File: src/rtl/idivmod_pkg.sv
// Shared definitions for the signed/unsigned divide front-end.
//   state_e   : front-end sequencing states
//   WIDTH_DEF : default operand/result width
//   DBZ_QUOT  : quotient returned on divide-by-zero (all ones)
//   SMIN      : most negative two's-complement value at the default width
package idivmod_pkg;

    localparam int unsigned WIDTH_DEF = 32;

    localparam logic [WIDTH_DEF-1:0] DBZ_QUOT = '1;
    localparam logic [WIDTH_DEF-1:0] SMIN     = {1'b1, {(WIDTH_DEF-1){1'b0}}};

    typedef enum logic [2:0] {
        ST_IDLE,
        ST_ISSUE,
        ST_ARM,
        ST_WAIT,
        ST_FIX,
        ST_HOLD
    } state_e;

endpackage

File: src/rtl/idivmod_frontend_if.sv
// Operand/result handshake bundle for idivmod_frontend.
//   in_valid/in_ready   : operand pair handshake (in_signed, in_dividend, in_divisor)
//   out_valid/out_ready : result handshake (out_quot, out_rem, out_dbz, out_err)
// master = operand producer / result consumer, slave = the front-end.
interface idivmod_frontend_if #(
    parameter int unsigned WIDTH = 32
) ();

    logic             in_valid;
    logic             in_ready;
    logic             in_signed;
    logic [WIDTH-1:0] in_dividend;
    logic [WIDTH-1:0] in_divisor;

    logic             out_valid;
    logic             out_ready;
    logic [WIDTH-1:0] out_quot;
    logic [WIDTH-1:0] out_rem;
    logic             out_dbz;
    logic             out_err;

    modport master (
        output in_valid, in_signed, in_dividend, in_divisor, out_ready,
        input  in_ready, out_valid, out_quot, out_rem, out_dbz, out_err
    );

    modport slave (
        input  in_valid, in_signed, in_dividend, in_divisor, out_ready,
        output in_ready, out_valid, out_quot, out_rem, out_dbz, out_err
    );

endinterface

File: src/rtl/idivmod_frontend_sign_mag.sv
// Combinational sign/magnitude split.
//   x         : operand
//   is_signed : 1 = treat x as two's complement
//   mag       : |x| when signed, x otherwise (negation modulo 2^WIDTH)
//   neg       : x is negative (only ever set in signed mode)
module sign_mag #(
    parameter int unsigned WIDTH = 32
) (
    input  logic [WIDTH-1:0] x,
    input  logic             is_signed,
    output logic [WIDTH-1:0] mag,
    output logic             neg
);

    always_comb begin
        neg = is_signed & x[WIDTH-1];
        mag = neg ? (~x + WIDTH'(1)) : x;
    end

endmodule

File: src/rtl/idivmod_frontend.sv
// Signed/unsigned front-end for the iterative divide/modulo core.
//   clk, reset          : clock, asynchronous active-high reset
//   bus (slave)         : operand and result valid/ready handshakes
//   core_rq             : one-cycle request pulse to the core
//   core_dividend/_divisor : operand magnitudes, stable from ISSUE until FIX
//   core_quot/_rem      : core results, captured on core_ack
//   core_ack            : core done (held high until the next request)
// Zero divisor and signed overflow bypass the core; a watchdog bounds WAIT.
module idivmod_frontend
    import idivmod_pkg::*;
#(
    parameter int unsigned WIDTH   = WIDTH_DEF,
    parameter int unsigned TIMEOUT = 128
) (
    input  logic              clk,
    input  logic              reset,
    idivmod_frontend_if.slave bus,
    output logic              core_rq,
    output logic [WIDTH-1:0]  core_dividend,
    output logic [WIDTH-1:0]  core_divisor,
    input  logic [WIDTH-1:0]  core_quot,
    input  logic [WIDTH-1:0]  core_rem,
    input  logic              core_ack
);

    localparam int unsigned      WD_W   = (TIMEOUT > 1) ? $clog2(TIMEOUT) : 1;
    localparam logic [WD_W-1:0]  WD_MAX = WD_W'(TIMEOUT - 1);
    localparam logic [WIDTH-1:0] SMIN_W = {1'b1, {(WIDTH-1){1'b0}}};

    state_e state_q, state_d;

    logic             in_ready_q;
    logic             out_valid_q;
    logic [WIDTH-1:0] quot_q, rem_q;
    logic             dbz_q, err_q;
    logic             neg_q_q, neg_r_q;
    logic [WIDTH-1:0] raw_quot_q, raw_rem_q;
    logic [WD_W-1:0]  wd_q;

    logic [WIDTH-1:0] a_mag, b_mag;
    logic             a_neg, b_neg;
    logic             accept, is_dbz, is_ovf;

    sign_mag #(.WIDTH(WIDTH)) u_sm_dividend (
        .x         (bus.in_dividend),
        .is_signed (bus.in_signed),
        .mag       (a_mag),
        .neg       (a_neg)
    );

    sign_mag #(.WIDTH(WIDTH)) u_sm_divisor (
        .x         (bus.in_divisor),
        .is_signed (bus.in_signed),
        .mag       (b_mag),
        .neg       (b_neg)
    );

    always_comb begin
        accept = (state_q == ST_IDLE) && bus.in_valid && in_ready_q;
        is_dbz = (bus.in_divisor == '0);
        is_ovf = bus.in_signed && (bus.in_dividend == SMIN_W) && (bus.in_divisor == '1);
    end

    always_ff @(posedge clk or posedge reset) begin
        if (reset) begin
            state_q <= ST_IDLE;
        end else begin
            state_q <= state_d;
        end
    end

    // ARM exists so an ack still high from the previous operation (the core
    // clears it one cycle after rq) is never mistaken for completion.
    always_comb begin
        state_d = state_q;
        case (state_q)
            ST_IDLE:  if (accept) state_d = (is_dbz || is_ovf) ? ST_HOLD : ST_ISSUE;
            ST_ISSUE: state_d = ST_ARM;
            ST_ARM:   state_d = ST_WAIT;
            ST_WAIT: begin
                if (core_ack)            state_d = ST_FIX;
                else if (wd_q == WD_MAX) state_d = ST_HOLD;
            end
            ST_FIX:   state_d = ST_HOLD;
            ST_HOLD:  if (bus.out_ready) state_d = ST_IDLE;
            default:  state_d = ST_IDLE;
        endcase
    end

    // Handshake and request outputs are registered from the next state so
    // none of them depend combinationally on inputs.
    always_ff @(posedge clk or posedge reset) begin
        if (reset) begin
            in_ready_q    <= 1'b0;
            out_valid_q   <= 1'b0;
            core_rq       <= 1'b0;
            core_dividend <= '0;
            core_divisor  <= '0;
            quot_q        <= '0;
            rem_q         <= '0;
            dbz_q         <= 1'b0;
            err_q         <= 1'b0;
            neg_q_q       <= 1'b0;
            neg_r_q       <= 1'b0;
            raw_quot_q    <= '0;
            raw_rem_q     <= '0;
            wd_q          <= '0;
        end else begin
            in_ready_q  <= (state_d == ST_IDLE);
            out_valid_q <= (state_d == ST_HOLD);
            core_rq     <= (state_d == ST_ISSUE);
            case (state_q)
                ST_IDLE: begin
                    if (accept) begin
                        neg_q_q <= a_neg ^ b_neg;
                        neg_r_q <= a_neg;
                        if (is_dbz) begin
                            quot_q <= '1;
                            rem_q  <= bus.in_dividend;
                            dbz_q  <= 1'b1;
                        end else if (is_ovf) begin
                            quot_q <= SMIN_W;
                            rem_q  <= '0;
                        end else begin
                            core_dividend <= a_mag;
                            core_divisor  <= b_mag;
                        end
                    end
                end
                ST_ARM: wd_q <= '0;
                ST_WAIT: begin
                    wd_q <= wd_q + WD_W'(1);
                    if (core_ack) begin
                        raw_quot_q <= core_quot;
                        raw_rem_q  <= core_rem;
                    end else if (wd_q == WD_MAX) begin
                        quot_q <= '0;
                        rem_q  <= '0;
                        err_q  <= 1'b1;
                    end
                end
                ST_FIX: begin
                    quot_q <= neg_q_q ? (~raw_quot_q + WIDTH'(1)) : raw_quot_q;
                    rem_q  <= neg_r_q ? (~raw_rem_q + WIDTH'(1)) : raw_rem_q;
                end
                ST_HOLD: begin
                    if (bus.out_ready) begin
                        dbz_q <= 1'b0;
                        err_q <= 1'b0;
                    end
                end
                default: ;
            endcase
        end
    end

    assign bus.in_ready  = in_ready_q;
    assign bus.out_valid = out_valid_q;
    assign bus.out_quot  = quot_q;
    assign bus.out_rem   = rem_q;
    assign bus.out_dbz   = dbz_q;
    assign bus.out_err   = err_q;

endmodule
File: src/flat_wrapper.sv
// flat-port wrapper written by rule: the top's interface ports become plain ports
module idivmod_frontend_flat import idivmod_pkg::*;
#(
    parameter int unsigned WIDTH   = WIDTH_DEF,
    parameter int unsigned TIMEOUT = 128
)
  (clk, reset, core_rq, core_dividend, core_divisor, core_quot, core_rem, core_ack, bus_in_valid, bus_in_signed, bus_in_dividend, bus_in_divisor, bus_out_ready, bus_in_ready, bus_out_valid, bus_out_quot, bus_out_rem, bus_out_dbz, bus_out_err);
  idivmod_frontend_if #(.WIDTH(WIDTH)) bus_i ();
  input  logic clk;
  input  logic reset;
  output logic core_rq;
  output logic [WIDTH-1:0] core_dividend;
  output logic [WIDTH-1:0] core_divisor;
  input  logic [WIDTH-1:0] core_quot;
  input  logic [WIDTH-1:0] core_rem;
  input  logic core_ack;
  input wire logic [$bits(bus_i.in_valid)-1:0] bus_in_valid;
  input wire logic [$bits(bus_i.in_signed)-1:0] bus_in_signed;
  input wire logic [$bits(bus_i.in_dividend)-1:0] bus_in_dividend;
  input wire logic [$bits(bus_i.in_divisor)-1:0] bus_in_divisor;
  input wire logic [$bits(bus_i.out_ready)-1:0] bus_out_ready;
  output wire logic [$bits(bus_i.in_ready)-1:0] bus_in_ready;
  output wire logic [$bits(bus_i.out_valid)-1:0] bus_out_valid;
  output wire logic [$bits(bus_i.out_quot)-1:0] bus_out_quot;
  output wire logic [$bits(bus_i.out_rem)-1:0] bus_out_rem;
  output wire logic [$bits(bus_i.out_dbz)-1:0] bus_out_dbz;
  output wire logic [$bits(bus_i.out_err)-1:0] bus_out_err;
  assign bus_i.in_valid = bus_in_valid;
  assign bus_i.in_signed = bus_in_signed;
  assign bus_i.in_dividend = bus_in_dividend;
  assign bus_i.in_divisor = bus_in_divisor;
  assign bus_i.out_ready = bus_out_ready;
  assign bus_in_ready = bus_i.in_ready;
  assign bus_out_valid = bus_i.out_valid;
  assign bus_out_quot = bus_i.out_quot;
  assign bus_out_rem = bus_i.out_rem;
  assign bus_out_dbz = bus_i.out_dbz;
  assign bus_out_err = bus_i.out_err;
  idivmod_frontend #(.WIDTH(WIDTH), .TIMEOUT(TIMEOUT)) u_core (.clk(clk), .reset(reset), .bus(bus_i), .core_rq(core_rq), .core_dividend(core_dividend), .core_divisor(core_divisor), .core_quot(core_quot), .core_rem(core_rem), .core_ack(core_ack));
endmodule
File: config.mk
export PLATFORM = sky130hd
export DESIGN_NAME = idivmod_frontend_flat
export DESIGN_NICKNAME = d
export VERILOG_FILES = /design/src/rtl/idivmod_pkg.sv /design/src/rtl/idivmod_frontend_if.sv /design/src/rtl/idivmod_frontend_sign_mag.sv /design/src/rtl/idivmod_frontend.sv /design/src/flat_wrapper.sv
export SDC_FILE = /design/constraint.sdc
export NUM_CORES = 1
export LEC_CHECK = 0
export CORE_MARGIN = 2
export CORE_UTILIZATION = 50
export DETAILED_ROUTE_END_ITERATION = 16
export PLACE_DENSITY_LB_ADDON = 0.15
export RECOVER_POWER = 25
export SLEW_MARGIN = 40
export SYNTH_ARGS = -nofsm -noshare
export SYNTH_HDL_FRONTEND = slang
export SYNTH_SLANG_ARGS = --single-unit
File: constraint.sdc
create_clock -name clk -period 21.4 [get_ports clk]
set_input_delay 4.28 -clock clk [delete_from_list [all_inputs] [get_ports clk]]
set_output_delay 4.28 -clock clk [all_outputs]
set_load 0.05 [all_outputs]
==> results.md <==
- Status: finished with violations
- Failing checks: capacitance limit, slew limit
- CTS buffer count: 24
- Total die area: approximately 24000 sq um
- Via-to-Cell Ratio: ~5.8
- Synth top area share: 45.6%
- Die Wd: 155 um
- Post-Syn Area: 11500 sq um
- Seq pwr share: between 30% and 40%
- Crit. End Element: asynchronous set/reset pin
- Final total power: 2.29 mW
- Die height: 155 um
- Top cell type by total area after synthesis: dfrtp_1
- Comb pwr share: 49.4%
- RSZ-0062 raised after global routing: no
- Max cap viols: 1
- Slew HR: -286%
- Area contributors post-synth: dfrtp_1 46%, mux2_2 16%, xor2_1 5.9%, xnor2_1 3.1%, a21oi_1 2.3%
- Clock power share: 18.2%
- Startpoint Class: input port
- Final #Nets: 1415
- FMAX: about 110 MHz
- Slew Viols, Final: 134
- Site Rows: 55
- Yosys reg bits: between 200 and 250
- Distinct cells, synth: 59
- Met1 WL: 14300 um
- Peak VDD IR: 0.0943 mV
- Async SR Flop Fraction: 100%
- Vias in the first global route: 9163
- Final Cell Area: 15100 sq um
- Drt first pass iters: 7
- Worst skew pair latency: 0.51 ns
- # IOs: 267
- Total gr overflow: 0
- Final antenna-violating net count: 0
- Met2 routed wirelength: between 10000 and 15000 um
- Critical path type: in -> async
- Syn. warnings: 0
- Net Sw Frac: 44.2%
- CP top delay family: buffers and inverters
- Number of flops mapped to enable cells by yosys: 0
- CP Max Fanout: 133
- Max incr delay on CP: 3.17 ns
- Initial Utilization: 50.8%
- Routed wl met3: 2190 um
- Main synth FF type: dfrtp_1
- Sink Count: 209
- GR Util All Layers: 26.4%
- DP Area: 14300 sq um
- Cts hold-fix bufs: 0
- Critical Path AT: 8.15 ns
- Vias post-DR: 9174
- Lkg Pwr: 6.24 nW
- Finish-stage setup viols: 0
- Root buf cell: clkbuf_16
- Total power divided by cell area: between 150 and 200 nW/um^2
- Gate Count Post-Synth: a little over 1000
- Psw: 1.01 mW
- Fin Clk Skew: 0.0110 ns
- Setup Buffers After CTS: 0
- Measured slew at the worst slew-check pin: 5.76 ns
- Pint: 1.28 mW
- Tmin final: about 9 ns
- Largest net degree at the start of global routing: 134
- Post-cts resize count: 0
- Fin. Hold Viols: 0
- CTS clock-pin slew for the worst setup and hold paths: 0.06 ns
- Final period util: about two fifths
- Drt total wl: 31900 um
- CP Cell Sequence: dlygate4sd3_1 > clkinvlp_2
- Sequential area share after synthesis: 45.6%
- Path category of the worst min-delay check: reg -> reg
- DP Wirelength: 23000 um
- First-pass GRT wire length: about 51000 um
- Buf/Inv on CP: 2
- DR DRC count: 0
- Syn_nets: 1171
- Clock buffer depth: 3
- Final GP Congestion: 0.904
- Slowest-stage cell, CP: clkinvlp_2
- Fraction of layout cells with a size suffix above 1: between 10% and 20%
- Initial antenna violation count: 1
- Area Growth Syn to Fin: 32.0%
- Avg Inst Size Synth: 11.1 sq um
- Routed wire per std cell: 20.2 um
- CTS tree: built
- CP required: 20.60 ns
- Top Metal Used: met4
- Core Region: 22600 sq um
- Initial drt markers: 612
- Port bufs: 266
- Post-Route Setup TNS: 0 ns
- CTS H-tree depth: 1
==> worst paths after layout <==
kind	from	to	depth (start not counted)	slack, ns
setup / recovery	reset	u_core.neg_q_q	2	12.45
hold reg to reg	u_core.bus.out_quot[20]	u_core.bus.out_quot[20]	1	0.48
setup reg to reg	u_core.raw_quot_q[8]	u_core.bus.out_quot[24]	6	18.56
min in group asynchronous	reset	u_core.raw_rem_q[22]	2	5.99
max in group clk	bus_in_divisor[0]	u_core.bus.out_rem[21]	11	14.22
hold / removal	u_core.bus.out_quot[20]	u_core.bus.out_quot[20]	1	0.48
==> through the flow <==
stage / setup WS (ns) / util, % / hold slack, ns / cells
after floorplan: 11.41 / - / 0.490 / 1031
after global placement: 13.74 / 63.3 / 0.469 / 1533
after detailed placement: 13.73 / 63.4 / 0.474 / 1534
after CTS: 14.26 / 67.1 / 0.487 / 1578
after global routing: 11.25 / 67.1 / 0.506 / 1579
final: 12.45 / 67.1 / 0.482 / 1579
==> sequential cells by signal, summed over array words and instances, names as in the netlist <==
name                  count
u_core.bus.out_rem       32
u_core.core_divisor      32
u_core.raw_quot_q        32
u_core.wd_q               7
u_core.bus.out_dbz        1
u_core.bus.in_ready       1
u_core.bus.out_valid      1
u_core.core_rq            1
u_core.bus.out_quot      32
u_core.neg_r_q            1
u_core.bus.out_err        1
u_core.raw_rem_q         32
u_core.neg_q_q            1
u_core.state_q            3
u_core.core_dividend     32
==> per-layer routing <==
layer	GRT usage (%)	vias to the layer above
met5	0	-
met3	5.49	53
met4	8.30	0
met2	41.3	324
li1	-	4275
met1	37.1	4522
==> logic make-up after synthesis <==
family | synth area share [%]
AO/OA/AOI/OAI | 11.8
XOR/XNOR | 9.01
adder cells (fa/ha/maj) | 0.655
buffers and inverters | 3.11
flip-flops | 45.6
multiplexers | 18.9
AND/OR/NAND/NOR | 11.0
==> cells in the final DEF, fill, tap and decap left out, types with 3 or more instances in the layout <==
cell	netlist	routed
clkdlybuf4s50_1	0	263
dfrtp_1	209	208
mux2_2	163	163
xor2_1	77	77
a21oi_1	52	52
nor2_1	51	50
o21ai_0	43	43
xnor2_1	41	41
nand2_1	36	35
nor3_1	25	25
clkbuf_16	0	25
o31ai_1	23	23
mux2_1	21	21
a22o_1	21	21
nand3_1	20	20
or4_1	19	19
inv_1	19	18
a31oi_1	18	18
o41ai_1	16	16
nor4_1	17	15
nand4_1	14	14
or3_1	10	10
clkinv_2	0	9
nand2b_1	6	6
o41ai_2	6	6
mux2i_1	6	6
or2_2	6	6
ha_1	6	6
buf_4	0	6
and2_1	6	5
clkbuf_8	0	5
nand3b_1	4	4
nor4_2	1	3
and3_1	4	3
a21boi_0	3	3
dlygate4sd3_1	0	3
==> cell type report <==
class / instances / area [sq um]
timing repair buffer: 275 / 2750
clock inverter: 12 / 114
tap: 285 / 357
inverter: 20 / 76.3
fill: 1793 / 7430
antenna: 1 / 2.50
clock buffer: 32 / 702
sequential: 209 / 5230
multi-input combinational: 745 / 5910
==> power by group through the flow <==
stage	clock, mW	sequential [mW]	combinational, mW
floorplan	0	1.06	0.432
global placement	0	0.739	1.12
detailed placement	0	0.747	1.13
CTS	0.426	0.742	1.14
global route	0.445	0.771	1.20
finish	0.417	0.745	1.13
==> synthesized netlist by cell type, types with 19 or more instances <==
| master | n |
|---|---|
| a21oi_1 | 52 |
| mux2_2 | 163 |
| nand3_1 | 20 |
| xor2_1 | 77 |
| clkbuf_1 | 38 |
| nor2_1 | 51 |
| nand2_1 | 36 |
| a22o_1 | 21 |
| o21ai_0 | 43 |
| nor3_1 | 25 |
| xnor2_1 | 41 |
| dfrtp_1 | 209 |
| o31ai_1 | 23 |
| inv_1 | 19 |
| or4_1 | 19 |
| mux2_1 | 21 |
(Power assumes the default switching activity.)
